**config.mk**
```make
export PLATFORM = sky130hd
export DESIGN_NAME = instr_fetch
export DESIGN_NICKNAME = d
export VERILOG_FILES = /design/src/rtl/legv8_pkg.sv /design/src/rtl/instr_fetch_pc_reg.sv /design/src/rtl/instr_fetch.sv
export SDC_FILE = /design/constraint.sdc
export NUM_CORES = 1
export LEC_CHECK = 0
export ABC_CLOCK_PERIOD_IN_PS = 3200
export CORE_AREA = 8 8 139 141
export CTS_CLUSTER_SIZE = 28
export DETAILED_ROUTE_END_ITERATION = 10
export DIE_AREA = 0 0 147 149
export PLACE_DENSITY_LB_ADDON = 0.08
export SLEW_MARGIN = 30
export SYNTH_ARGS = -nofsm -noshare
export SYNTH_HDL_FRONTEND = slang
export SYNTH_HIERARCHICAL = 1
export SYNTH_SLANG_ARGS = --single-unit
```
**constraint.sdc**
```tcl
create_clock -name clk -period 3.2 [get_ports clk]
set_clock_uncertainty 0.15 [all_clocks]
set_input_delay 0.96 -clock clk [delete_from_list [all_inputs] [get_ports clk]]
set_output_delay 0.96 -clock clk [all_outputs]
set_load 0.005 [all_outputs]
```
**src/rtl/legv8_pkg.sv**
```systemverilog
// Shared LEGv8 fetch-path definitions: opcode constants, widths and fetch FSM states.
package legv8_pkg;

   localparam int unsigned INSTR_W  = 32;
   localparam int unsigned OPCODE_W = 11;

   localparam logic [OPCODE_W-1:0] OP_LDUR = 11'h7C2;
   localparam logic [OPCODE_W-1:0] OP_STUR = 11'h7C0;
   localparam logic [OPCODE_W-1:0] OP_ADD  = 11'h458;
   localparam logic [OPCODE_W-1:0] OP_SUB  = 11'h658;
   localparam logic [OPCODE_W-1:0] OP_AND  = 11'h450;
   localparam logic [OPCODE_W-1:0] OP_ORR  = 11'h550;

   // CBZ fixes only the upper 8 opcode bits (10110100xxx); low 3 bits belong to the offset.
   localparam logic [OPCODE_W-1:0] OP_CBZ      = 11'b10110100000;
   localparam logic [OPCODE_W-1:0] OP_CBZ_MASK = 11'b11111111000;

   typedef enum logic [1:0] {
      IDLE = 2'b00,
      REQ  = 2'b01,
      WAIT = 2'b10
   } fetch_state_t;

   function automatic logic is_cbz(input logic [OPCODE_W-1:0] op);
      return (op & OP_CBZ_MASK) == OP_CBZ;
   endfunction

endpackage

```
**src/rtl/instr_fetch_pc_reg.sv**
```systemverilog
// pc_reg: program counter with async active-low reset, redirect/advance next-PC mux.
module pc_reg
   import legv8_pkg::*;
#(
   parameter int unsigned   N        = 64,
   parameter logic [N-1:0]  RESET_PC = '0
) (
   input  logic         clk_i,
   input  logic         rst_ni,
   input  logic         redirect_i,
   input  logic [N-1:0] target_i,
   input  logic         advance_i,
   output logic [N-1:0] pc_o
);

   localparam logic [N-1:0] WORD_MASK = {{(N-2){1'b1}}, 2'b00};
   localparam logic [N-1:0] WORD_STEP = {{(N-3){1'b0}}, 3'd4};

   logic [N-1:0] pc_q;
   logic [N-1:0] pc_d;

   // Next PC: redirect wins over sequential advance; addition wraps modulo 2^N.
   always_comb begin
      pc_d = pc_q;
      if (redirect_i) begin
         pc_d = target_i & WORD_MASK;
      end else if (advance_i) begin
         pc_d = pc_q + WORD_STEP;
      end
   end

   // PC register.
   always_ff @(posedge clk_i or negedge rst_ni) begin
      if (!rst_ni) begin
         pc_q <= RESET_PC & WORD_MASK;
      end else begin
         pc_q <= pc_d;
      end
   end

   assign pc_o = pc_q;

endmodule

```
**src/rtl/instr_fetch.sv**
```systemverilog
// instr_fetch: owns the PC, fetches words over req/gnt/rvalid and hands them to decode
// through a single-entry valid/ready output register. Accepts branch redirects.
module instr_fetch
   import legv8_pkg::*;
#(
   parameter int unsigned   N        = 64,
   parameter logic [N-1:0]  RESET_PC = '0
) (
   input  logic                clk,
   input  logic                reset,
   output logic                imem_req,
   output logic [N-1:0]        imem_addr,
   input  logic                imem_gnt,
   input  logic                imem_rvalid,
   input  logic [INSTR_W-1:0]  imem_rdata,
   output logic                instr_valid,
   input  logic                instr_ready,
   output logic [INSTR_W-1:0]  instr,
   output logic [OPCODE_W-1:0] opcode,
   output logic [N-1:0]        instr_pc,
   input  logic                br_taken,
   input  logic [N-1:0]        br_target
);

   fetch_state_t       state_q;
   logic               drop_q;
   logic               valid_q;
   logic [INSTR_W-1:0] instr_q;
   logic [N-1:0]       ipc_q;
   logic [N-1:0]       pc;

   logic handshake;
   logic word_in;
   logic accept;

   assign handshake = valid_q & instr_ready;
   assign word_in   = (state_q == WAIT) & imem_rvalid;
   // A word is kept only if it is neither stale (drop) nor overtaken by a redirect this cycle.
   assign accept    = word_in & ~drop_q & ~br_taken;

   pc_reg #(
      .N        (N),
      .RESET_PC (RESET_PC)
   ) u_pc_reg (
      .clk_i      (clk),
      .rst_ni     (reset),
      .redirect_i (br_taken),
      .target_i   (br_target),
      .advance_i  (accept),
      .pc_o       (pc)
   );

   // Fetch FSM, stale-response tracking and the decode-facing output register.
   always_ff @(posedge clk or negedge reset) begin
      if (!reset) begin
         state_q <= IDLE;
         drop_q  <= 1'b0;
         valid_q <= 1'b0;
         instr_q <= '0;
         ipc_q   <= '0;
      end else begin
         if (br_taken) begin
            valid_q <= 1'b0;
         end else if (accept) begin
            valid_q <= 1'b1;
            instr_q <= imem_rdata;
            ipc_q   <= pc;
         end else if (handshake) begin
            valid_q <= 1'b0;
         end

         case (state_q)
            IDLE: begin
               if (!valid_q || instr_ready || br_taken) begin
                  state_q <= REQ;
               end
            end
            REQ: begin
               if (imem_gnt) begin
                  state_q <= WAIT;
                  drop_q  <= br_taken;
               end
            end
            WAIT: begin
               if (imem_rvalid) begin
                  drop_q  <= 1'b0;
                  state_q <= (drop_q || br_taken) ? REQ : IDLE;
               end else if (br_taken) begin
                  drop_q <= 1'b1;
               end
            end
            default: begin
               state_q <= IDLE;
            end
         endcase
      end
   end

   assign imem_req    = (state_q == REQ);
   assign imem_addr   = pc;
   assign instr_valid = valid_q;
   assign instr       = instr_q;
   assign opcode      = instr_q[INSTR_W-1:INSTR_W-OPCODE_W];
   assign instr_pc    = ipc_q;

endmodule

```
==> flow_metrics.py, run 1 <==
metrics = {
    "status": {
        "status": "finished clean",
    },
    "cts": {
        "cts_sinks": 162,
        "post_cts_buffers": 0,
        "root_buffer": "clkbuf_16",
        "htreeDepth": 4,
        "insertion_delay_ps": 430,
        "clk_pin_slew_ps": 60,
        "clk_path_buf_depth": 2,
        "numCtsBuffers": 17,
        "cts_tree": "built",
    },
    "layout": {
        "design_area_um2": 11100,
        "area_growth_pct": 47.0,
        "drive_gt1_frac": 0.160,
        "n_antenna_cell": 0,
        "fin_nets": 1037,
    },
    "yosys": {
        "synth_edf_count": 0,
        "syn_inst": 663,
        "synthTopCellsByArea": "dfrtp_1 (54%), mux2_2 (12%), o21ai_0 (3.2%)",
        "yosysUniqueCellTypes": 46,
        "yosys_warnings": 6,
        "syn-cell-area_um2": 7550,
        "yosysMostFrequentCell": "dfrtp_1",
        "synth.yosys.seq_area_share": 0.537,
        "synth-seq-cells": 162,
        "yosysTopAreaCell": "dfrtp_1",
        "synth.top_cell.area_share": 0.537,
        "synth.avg_cell_area_um2": 11.4,
        "ys_async_sr_fraction": 1.00,
        "ys_dominant_reg_cell": "dfrtp_1",
        "yosys-top-cells-count": "dfrtp_1 (162), mux2_2 (78), nand2_1 (54), o21ai_0 (48)",
    },
    "critical_path": {
        "crit_arrival_ps": 3210,
        "crit_required_ps": 3390,
        "crit_fanout": 7,
        "startpoint": "imem_rvalid",
        "critPathLaunchType": "input pin",
        "reg2reg_slack_ps": 590,
        "criticalPathCategory": "input pin to flop",
        "end_kind": "flop",
        "r2r-start": "u_pc_reg/pc_o[13]$_DFFE_PN0N_",
    },
    "grt": {
        "grt_overflow": 0,
        "grt_max_degree": 78,
        "grt_pass1_wl_um": 35800,
        "track_usage": 0.204,
        "grt_antenna_before_repair": 0,
        "grt_pass1_vias": 6524,
    },
    "sta": {
        "whs_ps": 315,
        "fmax_mhz": 330,
        "worst_pin_slew_ps": 649,
        "layout_min_cycle_time_ps": 3030,
        "hold_viol_final": 0,
        "period_share": 0.946,
        "maxSlewHeadroom": 0.567,
        "rsz0062_at_grt": "false",
        "slew_viol_final": 0,
        "timing.final.setup_violations": 0,
    },
    "floorplanning": {
        "die_width_um": 147,
        "design.core.area_um2": 17100,
        "row_count": 48,
        "dieArea_um2": 21900,
        "initial_core_util": 0.443,
        "io_pins": 275,
        "fp.dieH_um": 149,
    },
    "job": {
        "drv_cap": 0,
    },
    "worst_hold_path": {
        "hp-class": "input pin to asynchronous set/reset pin",
    },
    "power": {
        "seq_power_share": 0.409,
        "swShare": 0.268,
        "peakVddDrop_mv": 0.383,
        "power_frac_comb": 0.325,
        "intPower_mw": 5.57,
        "leakage_nw": 4.51,
        "clockPowerShare": 0.266,
        "p_sw_mw": 2.04,
        "power-per-cell-area_nw_per_um2": 686,
    },
    "routing": {
        "drc": 0,
        "drt_pre_antenna_iters": 5,
        "totalWireLength_um": 22500,
        "drtIter0Drc": 370,
        "ant_nets": 0,
        "wire_per_inst_um": 19.2,
        "viasPerCell": 5.36,
        "num_vias": 6280,
    },
    "placement": {
        "hpwl_um": 16900,
        "dpl_cell_area_um2": 10500,
        "gp_congestion": 0.826,
        "io_buffers": 270,
    },
}
-- path summary, 6_finish.rpt --
path,endpoint,depth (start not counted)
worst min-delay path,instr[28]$_DFFE_PN0P_,1
max in group asynchronous,u_pc_reg/pc_o[59]$_DFFE_PN0N_,2
worst max register to register,u_pc_reg/pc_o[45]$_DFFE_PN0N_,5
worst max-delay path,u_pc_reg/pc_o[46]$_DFFE_PN0N_,9
min in group clk,instr_pc[42]$_DFFE_PN0P_,1
worst min register to register,instr_pc[42]$_DFFE_PN0P_,1
-- worst max-delay path: stages --
cell	delay [ps]
clkdlybuf4s50_1	480
nand3b_1	130
nor3_4	200
nand4_1	220
nor3_2	210
buf_4	190
nand4_2	210
or3_1	430
a31oi_1	190
-- routing by layer --
| metal | vias to the layer above | track usage | share of wire |
|---|---|---|---|
| met4 | 0 | 0.0648 | 0.014 |
| li1 | 2937 | - | - |
| met2 | 219 | 0.347 | 0.50 |
| met1 | 3101 | 0.240 | 0.40 |
| met3 | 23 | 0.0698 | 0.085 |
| met5 | - | 0 | 0 |
-- cell families (layout without fill, tap and decap cells) --
logic type      Yosys count  after routing  synth area share
other cells               1              2          0.000497
compound gates           93             93            0.0696
buf+inv                  51            333            0.0373
xor+xnor                 35             35            0.0406
fa+ha+maj                 1              1           0.00166
simple gates            221            221             0.166
mux                      99             99             0.147
flops                   162            162             0.537
-- final cells by class --
class                   count  area, um2
inverters                   7       26.3
well taps                 225        282
flip-flops and latches    162       4050
clock buffers              20        457
fillers                  1416       5950
clock inverters            11        128
repair buffers            295       2920
multi-input cells         451       3230
-- through the flow --
stage	setup slack (ps)	util	cells	power, mW	TNS [ps]
6_report	172	0.651	1171	7.62	0
5_1_grt	6.37	0.651	1171	8.02	0
4_1_cts	207	0.651	1171	7.73	0
3_5_place_dp	-230	0.616	1140	5.68	-3640
3_3_place_gp	-210	0.616	1140	5.58	-2770
2_1_floorplan	16.0	-	664	3.94	0
-- layout by cell type, fill, tap and decap left out, drive strengths merged, types with 22 or more instances in the layout --
master         count
clkdlybuf4s50    268
dfrtp            162
mux2              98
o21ai             56
nand2             54
nand4             42
nor2              38
buf               27
a31oi             26
xor2              26
nand3             22
-- power groups by stage --
| stage | clock, mW | combinational (mW) | sequential [mW] |
|---|---|---|---|
| after global routing | 2.16 | 2.65 | 3.21 |
| after CTS | 2.07 | 2.54 | 3.12 |
| after detailed placement | 0 | 2.52 | 3.15 |
| after floorplan | 0 | 0.805 | 3.13 |
| final | 2.03 | 2.48 | 3.12 |
| after global placement | 0 | 2.48 | 3.10 |
-- what timing repair did --
item	4_1_cts	5_1_grt
resized for setup	0	1
setup endpoints to repair	0	1
hold buffers	0	0
endpoints found under the hold margin	0	0
-- registers in the layout (all words and copies together) (netlist names) --
name and count:
instr 32, drop_q 1, state_q 2, instr_valid 1
u_pc_reg/pc_o 62, instr_pc 64
Note: power is estimated with default switching activity, not from simulation.
==> run 2, diff against run 1 <==
--- a/config.mk
+++ b/config.mk
@@ -6,10 +6,11 @@
 export NUM_CORES = 1
 export LEC_CHECK = 0
 export ABC_CLOCK_PERIOD_IN_PS = 3200
-export CORE_AREA = 8 8 139 141
+export CORE_AREA = 8 8 122 124
 export CTS_CLUSTER_SIZE = 28
 export DETAILED_ROUTE_END_ITERATION = 10
-export DIE_AREA = 0 0 147 149
+export DIE_AREA = 0 0 130 132
+export DONT_BUFFER_PORTS = 1
 export PLACE_DENSITY_LB_ADDON = 0.08
 export SLEW_MARGIN = 30
 export SYNTH_ARGS = -nofsm -noshare
==> flow_metrics.py, run 2 (synthesis gave the netlist of run 1 again) <==
metrics = {
    "grt": {
        "grt_max_degree": 163,
        "track_usage": 0.222,
        "grt_overflow": 0,
        "grt_pass1_vias": 5210,
        "grt_pass1_wl_um": 29800,
        "grt_antenna_before_repair": 0,
    },
    "power": {
        "swShare": 0.278,
        "clockPowerShare": 0.337,
        "leakage_nw": 3.42,
        "p_sw_mw": 1.72,
        "power_frac_comb": 0.126,
        "peakVddDrop_mv": 0.395,
        "intPower_mw": 4.47,
        "power-per-cell-area_nw_per_um2": 752,
        "seq_power_share": 0.537,
    },
    "sta": {
        "fmax_mhz": 372,
        "timing.final.setup_violations": 0,
        "maxSlewHeadroom": 0.538,
        "layout_min_cycle_time_ps": 2690,
        "rsz0062_at_grt": "false",
        "whs_ps": 88.5,
        "worst_pin_slew_ps": 692,
        "period_share": 0.840,
        "hold_viol_final": 0,
        "fin_tns_setup_ps": 0,
        "slew_viol_final": 0,
    },
    "critical_path": {
        "crit_arrival_ps": 2870,
        "crit_fanout": 7,
        "crit_required_ps": 3380,
        "criticalPathCategory": "flop to flop",
        "critPathLaunchType": "flop",
        "end_kind": "flop",
    },
    "cts": {
        "cts_tree": "built",
        "insertion_delay_ps": 420,
        "cts_sinks": 162,
        "cts_resized": 0,
        "clk_pin_slew_ps": 60,
        "htreeDepth": 4,
        "numCtsBuffers": 17,
        "post_cts_buffers": 0,
        "root_buffer": "clkbuf_16",
        "clk_path_buf_depth": 2,
        "cts_hold_buf": 0,
    },
    "floorplanning": {
        "dieArea_um2": 17200,
        "io_pins": 275,
        "initial_core_util": 0.582,
        "design.core.area_um2": 13000,
        "die_width_um": 130,
        "row_count": 42,
        "fp.dieH_um": 132,
    },
    "status": {
        "status": "finished clean",
    },
    "routing": {
        "drt_pre_antenna_iters": 4,
        "drtIter0Drc": 325,
        "drc": 0,
        "wire_per_inst_um": 22.5,
        "totalWireLength_um": 18900,
        "num_vias": 5126,
        "ant_nets": 0,
        "viasPerCell": 6.11,
    },
    "layout": {
        "drive_gt1_frac": 0.205,
        "n_antenna_cell": 0,
        "most-common-layout-cells": "dfrtp_1 (162), mux2_2 (78), nand2_1 (54), o21ai_0 (48)",
        "finalNonFillerCells": 839,
        "final_common_cell": "dfrtp_1",
        "area_growth_pct": 9.00,
        "largest_register_ffs": 64,
        "fin_nets": 753,
        "nFillCells": 1068,
    },
    "placement": {
        "hpwl_um": 13800,
        "gp_congestion": 0.784,
        "dp.cells": 807,
        "io_buffers": 0,
    },
    "job": {
        "drv_cap": 0,
    },
    "worst_hold_path": {
        "hp-class": "input pin to asynchronous set/reset pin",
    },
}
-- run 2: cell count changes in the layout (fill, tap and decap cells not counted), moves of 2 or more --
cell / before / now
clkdlybuf4s50_1: 268 / 0
buf_4: 22 / 11
buf_12: 3 / 0
clkinvlp_4: 3 / 5
inv_6: 3 / 1
-- run 2: per-stage QoR --
step | power (mW) | utilization | instance area (um2) | setup WS [ps]
global route | 6.51 | 0.634 | 8230 | 290
detailed placement | 4.18 | 0.586 | 7610 | 131
global placement | 4.10 | 0.586 | 7610 | 194
finish | 6.19 | 0.634 | 8230 | 513
CTS | 6.28 | 0.634 | 8230 | 530
floorplan | 3.94 | - | 7560 | 16.0
-- run 2: worst paths after layout --
| path | slack [ps] | cells past startpoint | start | to |
|---|---|---|---|---|
| setup reg to reg | 510 | 7 | state_q[0]$_DFFE_PN0P_ | u_pc_reg/pc_o[62]$_DFFE_PN0N_ |
| hold / removal | 90 | 0 | reset | instr[24]$_DFFE_PN0P_ |
| min in group clk | 370 | 1 | instr_pc[59]$_DFFE_PN0P_ | instr_pc[59]$_DFFE_PN0P_ |
| max in group asynchronous | 2600 | 0 | reset | instr_pc[28]$_DFFE_PN0P_ |
| hold reg to reg | 370 | 1 | instr_pc[59]$_DFFE_PN0P_ | instr_pc[59]$_DFFE_PN0P_ |
| setup / recovery | 510 | 7 | state_q[0]$_DFFE_PN0P_ | u_pc_reg/pc_o[62]$_DFFE_PN0N_ |
-- run 2: power groups by stage --
| stage | registers (mW) | logic, mW | clock network [mW] |
|---|---|---|---|
| 4_1_cts | 3.35 | 0.795 | 2.13 |
| 2_1_floorplan | 3.13 | 0.805 | 0 |
| 3_5_place_dp | 3.38 | 0.793 | 0 |
| 6_report | 3.32 | 0.782 | 2.09 |
| 3_3_place_gp | 3.36 | 0.747 | 0 |
| 5_1_grt | 3.43 | 0.869 | 2.21 |
-- run 2: layout make-up --
class | count | area (um2) | share of cell area
timing repair buffer | 11 | 82.6 | 0.0100
sequential | 162 | 4050 | 0.493
clock inverter | 12 | 155 | 0.0189
clock buffer | 20 | 467 | 0.0567
multi-input combinational | 451 | 3230 | 0.392
inverter | 7 | 26.3 | 0.00319
tap | 176 | 220 | 0.0268
-- run 2: metal layers --
layer / vias up / wire [um] / GRT usage
met4: 0 / 289 / 0.0768
met1: 2530 / 7310 / 0.268
met5: - / 0 / 0
li1: 2376 / - / -
met2: 200 / 9350 / 0.355
met3: 20 / 1970 / 0.0841
-- run 2: worst max-delay path: stages (launching register included) --
cell and delay, ps:
dfrtp_1 430, nand3b_1 250, nor3_4 220, nand4_1 200, nor4_1 460, nand3_1 290, or3_1 420, a31oi_1 180
==> run 3, diff against run 2 <==
--- a/config.mk
+++ b/config.mk
@@ -5,7 +5,7 @@
 export SDC_FILE = /design/constraint.sdc
 export NUM_CORES = 1
 export LEC_CHECK = 0
-export ABC_CLOCK_PERIOD_IN_PS = 3200
+export ABC_CLOCK_PERIOD_IN_PS = 2790
 export CORE_AREA = 8 8 122 124
 export CTS_CLUSTER_SIZE = 28
 export DETAILED_ROUTE_END_ITERATION = 10
==> constraint.sdc (replaced) <==
create_clock -name clk -period 2.79 [get_ports clk]
set_clock_uncertainty 0.15 [all_clocks]
set_input_delay 0.837 -clock clk [delete_from_list [all_inputs] [get_ports clk]]
set_output_delay 0.837 -clock clk [all_outputs]
set_load 0.005 [all_outputs]
==> flow_metrics.py, run 3 (synthesis gave the netlist of run 1 again) <==
metrics = {
    "status": {
        "status": "finished with violations",
        "violations": "hold timing",
    },
    "sta": {
        "rsz0062_at_grt": "false",
        "timing.final.setup_violations": 0,
        "period_share": 0.939,
        "fmax_mhz": 382,
        "whs_ps": -30.1,
        "layout_min_cycle_time_ps": 2620,
        "worst_pin_slew_ps": 670,
        "maxSlewHeadroom": 0.553,
        "setup_ws_ps": 169,
        "fin_tns_setup_ps": 0,
        "hold_viol_final": 49,
        "slew_viol_final": 0,
    },
    "power": {
        "swShare": 0.281,
        "p_sw_mw": 1.95,
        "seq_power_share": 0.549,
        "power-per-cell-area_nw_per_um2": 827,
        "intPower_mw": 4.99,
        "leakage_nw": 3.51,
        "power_frac_comb": 0.134,
        "clockPowerShare": 0.317,
        "peakVddDrop_mv": 0.461,
    },
    "layout": {
        "drive_gt1_frac": 0.227,
        "nFillCells": 1050,
        "largest_register_ffs": 64,
        "multi_input_area_um2": 3240,
        "area_growth_pct": 11.0,
        "most-common-layout-cells": "dfrtp_1 (162), mux2_2 (78), nand2_1 (54), o21ai_0 (48)",
        "fin_nets": 774,
        "final_common_cell": "dfrtp_1",
        "n_antenna_cell": 0,
        "final-seq-area_um2": 4050,
        "finalNonFillerCells": 859,
    },
    "critical_path": {
        "crit_slowest_cell": "dfrtp_1",
        "path_delay_family": "simple AND/OR/NAND/NOR gates",
        "crit_arrival_ps": 2800,
        "cp_num_buf_inv": 2,
        "crit_fanout": 7,
        "criticalPathCategory": "flop to flop",
        "cp_slowest_stage_delay_ps": 440,
        "crit_top_cell": "buf_4",
        "r2r-start": "state_q[0]$_DFFE_PN0P_",
        "critPathLaunchType": "flop",
        "reg2reg_slack_ps": 170,
        "end_kind": "flop",
        "crit_path_cell_trace": "nand3b_1 -> nor3_4 -> nand4_1 -> nor3_2 -> buf_4 -> nand4_4 -> buf_4 -> or3_1 -> a31oi_1",
        "r2r-end": "u_pc_reg/pc_o[52]$_DFFE_PN0N_",
        "crit_required_ps": 2970,
        "r2r_cells": 9,
    },
    "cts": {
        "clk_path_buf_depth": 2,
        "insertion_delay_ps": 410,
        "clk_pin_slew_ps": 60,
        "cts_sinks": 162,
        "post_cts_buffers": 0,
        "root_buffer": "clkbuf_16",
        "numCtsBuffers": 17,
        "htreeDepth": 4,
        "cts_resized": 0,
        "cts_tree": "built",
    },
    "routing": {
        "totalWireLength_um": 19300,
        "drtIter0Drc": 291,
        "viasPerCell": 6.13,
        "wire_per_inst_um": 22.5,
        "ant_nets": 0,
        "drc": 0,
        "num_vias": 5264,
        "drt_pre_antenna_iters": 4,
    },
    "grt": {
        "grt_pass1_vias": 5421,
        "grt_max_degree": 163,
        "grt_antenna_before_repair": 0,
        "grt_pass1_wl_um": 30300,
        "grt_util_met1": 0.258,
        "grtUsageMet3": 0.0906,
        "met2_usage": 0.372,
        "busiest_layer": "met2",
        "grt_overflow": 0,
        "track_usage": 0.225,
    },
    "floorplanning": {
        "dieArea_um2": 17200,
        "initial_core_util": 0.582,
        "fp.dieH_um": 132,
        "row_count": 42,
        "design.core.area_um2": 13000,
        "io_pins": 275,
        "die_width_um": 130,
    },
    "placement": {
        "dpl_worst_slack_ps": -147,
        "hpwl_um": 14300,
        "io_buffers": 0,
        "dp.cells": 828,
        "gp_congestion": 0.810,
    },
    "worst_hold_path": {
        "hp-class": "input pin to asynchronous set/reset pin",
    },
    "job": {
        "drv_cap": 0,
    },
}
==> run 3: metrics by stage <==
stage / cell area [um2] / power [mW] / util
after floorplan: 7590 / 4.52 / -
after global placement: 7820 / 4.71 / 0.602
after detailed placement: 7820 / 4.82 / 0.602
after CTS: 8380 / 7.03 / 0.646
after global routing: 8380 / 7.31 / 0.646
final: 8380 / 6.93 / 0.646
==> run 3: power by group through the flow <==
stage          Clock [mW]  Combinational, mW  Sequential [mW]
5_1_grt              2.36               1.03             3.93
3_3_place_gp            0              0.880             3.83
6_report             2.19              0.932             3.80
2_1_floorplan           0              0.926             3.59
4_1_cts              2.25              0.950             3.84
3_5_place_dp            0              0.948             3.87
==> run 3: area by class of cell <==
class                      instances  area share
multi-input combinational        451       0.387
clock inverter                    10      0.0133
timing repair buffer              32      0.0331
sequential                       162       0.484
clock buffer                      21      0.0537
inverter                           7     0.00313
tap                              176      0.0263
==> run 3: how the worst max path moves through the flow <==
stage	from	to	cells past startpoint
finish	state_q[0]$_DFFE_PN0P_	u_pc_reg/pc_o[52]$_DFFE_PN0N_	9
global route	state_q[0]$_DFFE_PN0P_	u_pc_reg/pc_o[62]$_DFFE_PN0N_	9
CTS	state_q[0]$_DFFE_PN0P_	u_pc_reg/pc_o[52]$_DFFE_PN0N_	9
detailed placement	imem_rvalid	u_pc_reg/pc_o[52]$_DFFE_PN0N_	9
global placement	imem_rvalid	u_pc_reg/pc_o[62]$_DFFE_PN0N_	8
floorplan	imem_rvalid	u_pc_reg/pc_o[42]$_DFFE_PN0N_	10
==> run 3: worst register-to-register path, delay by kind of cell, from the launching register on <==
kind | cells | cell delay (ps)
compound gates | 1 | 190
buf+inv | 2 | 380
flops | 1 | 440
simple gates | 6 | 1370
==> run 3: layer usage <==
| layer | vias up | wire (um) |
|---|---|---|
| li1 | 2413 | - |
| met1 | 2623 | 7360 |
| met3 | 25 | 1920 |
| met5 | - | 0 |
| met2 | 203 | 9650 |
| met4 | 0 | 379 |
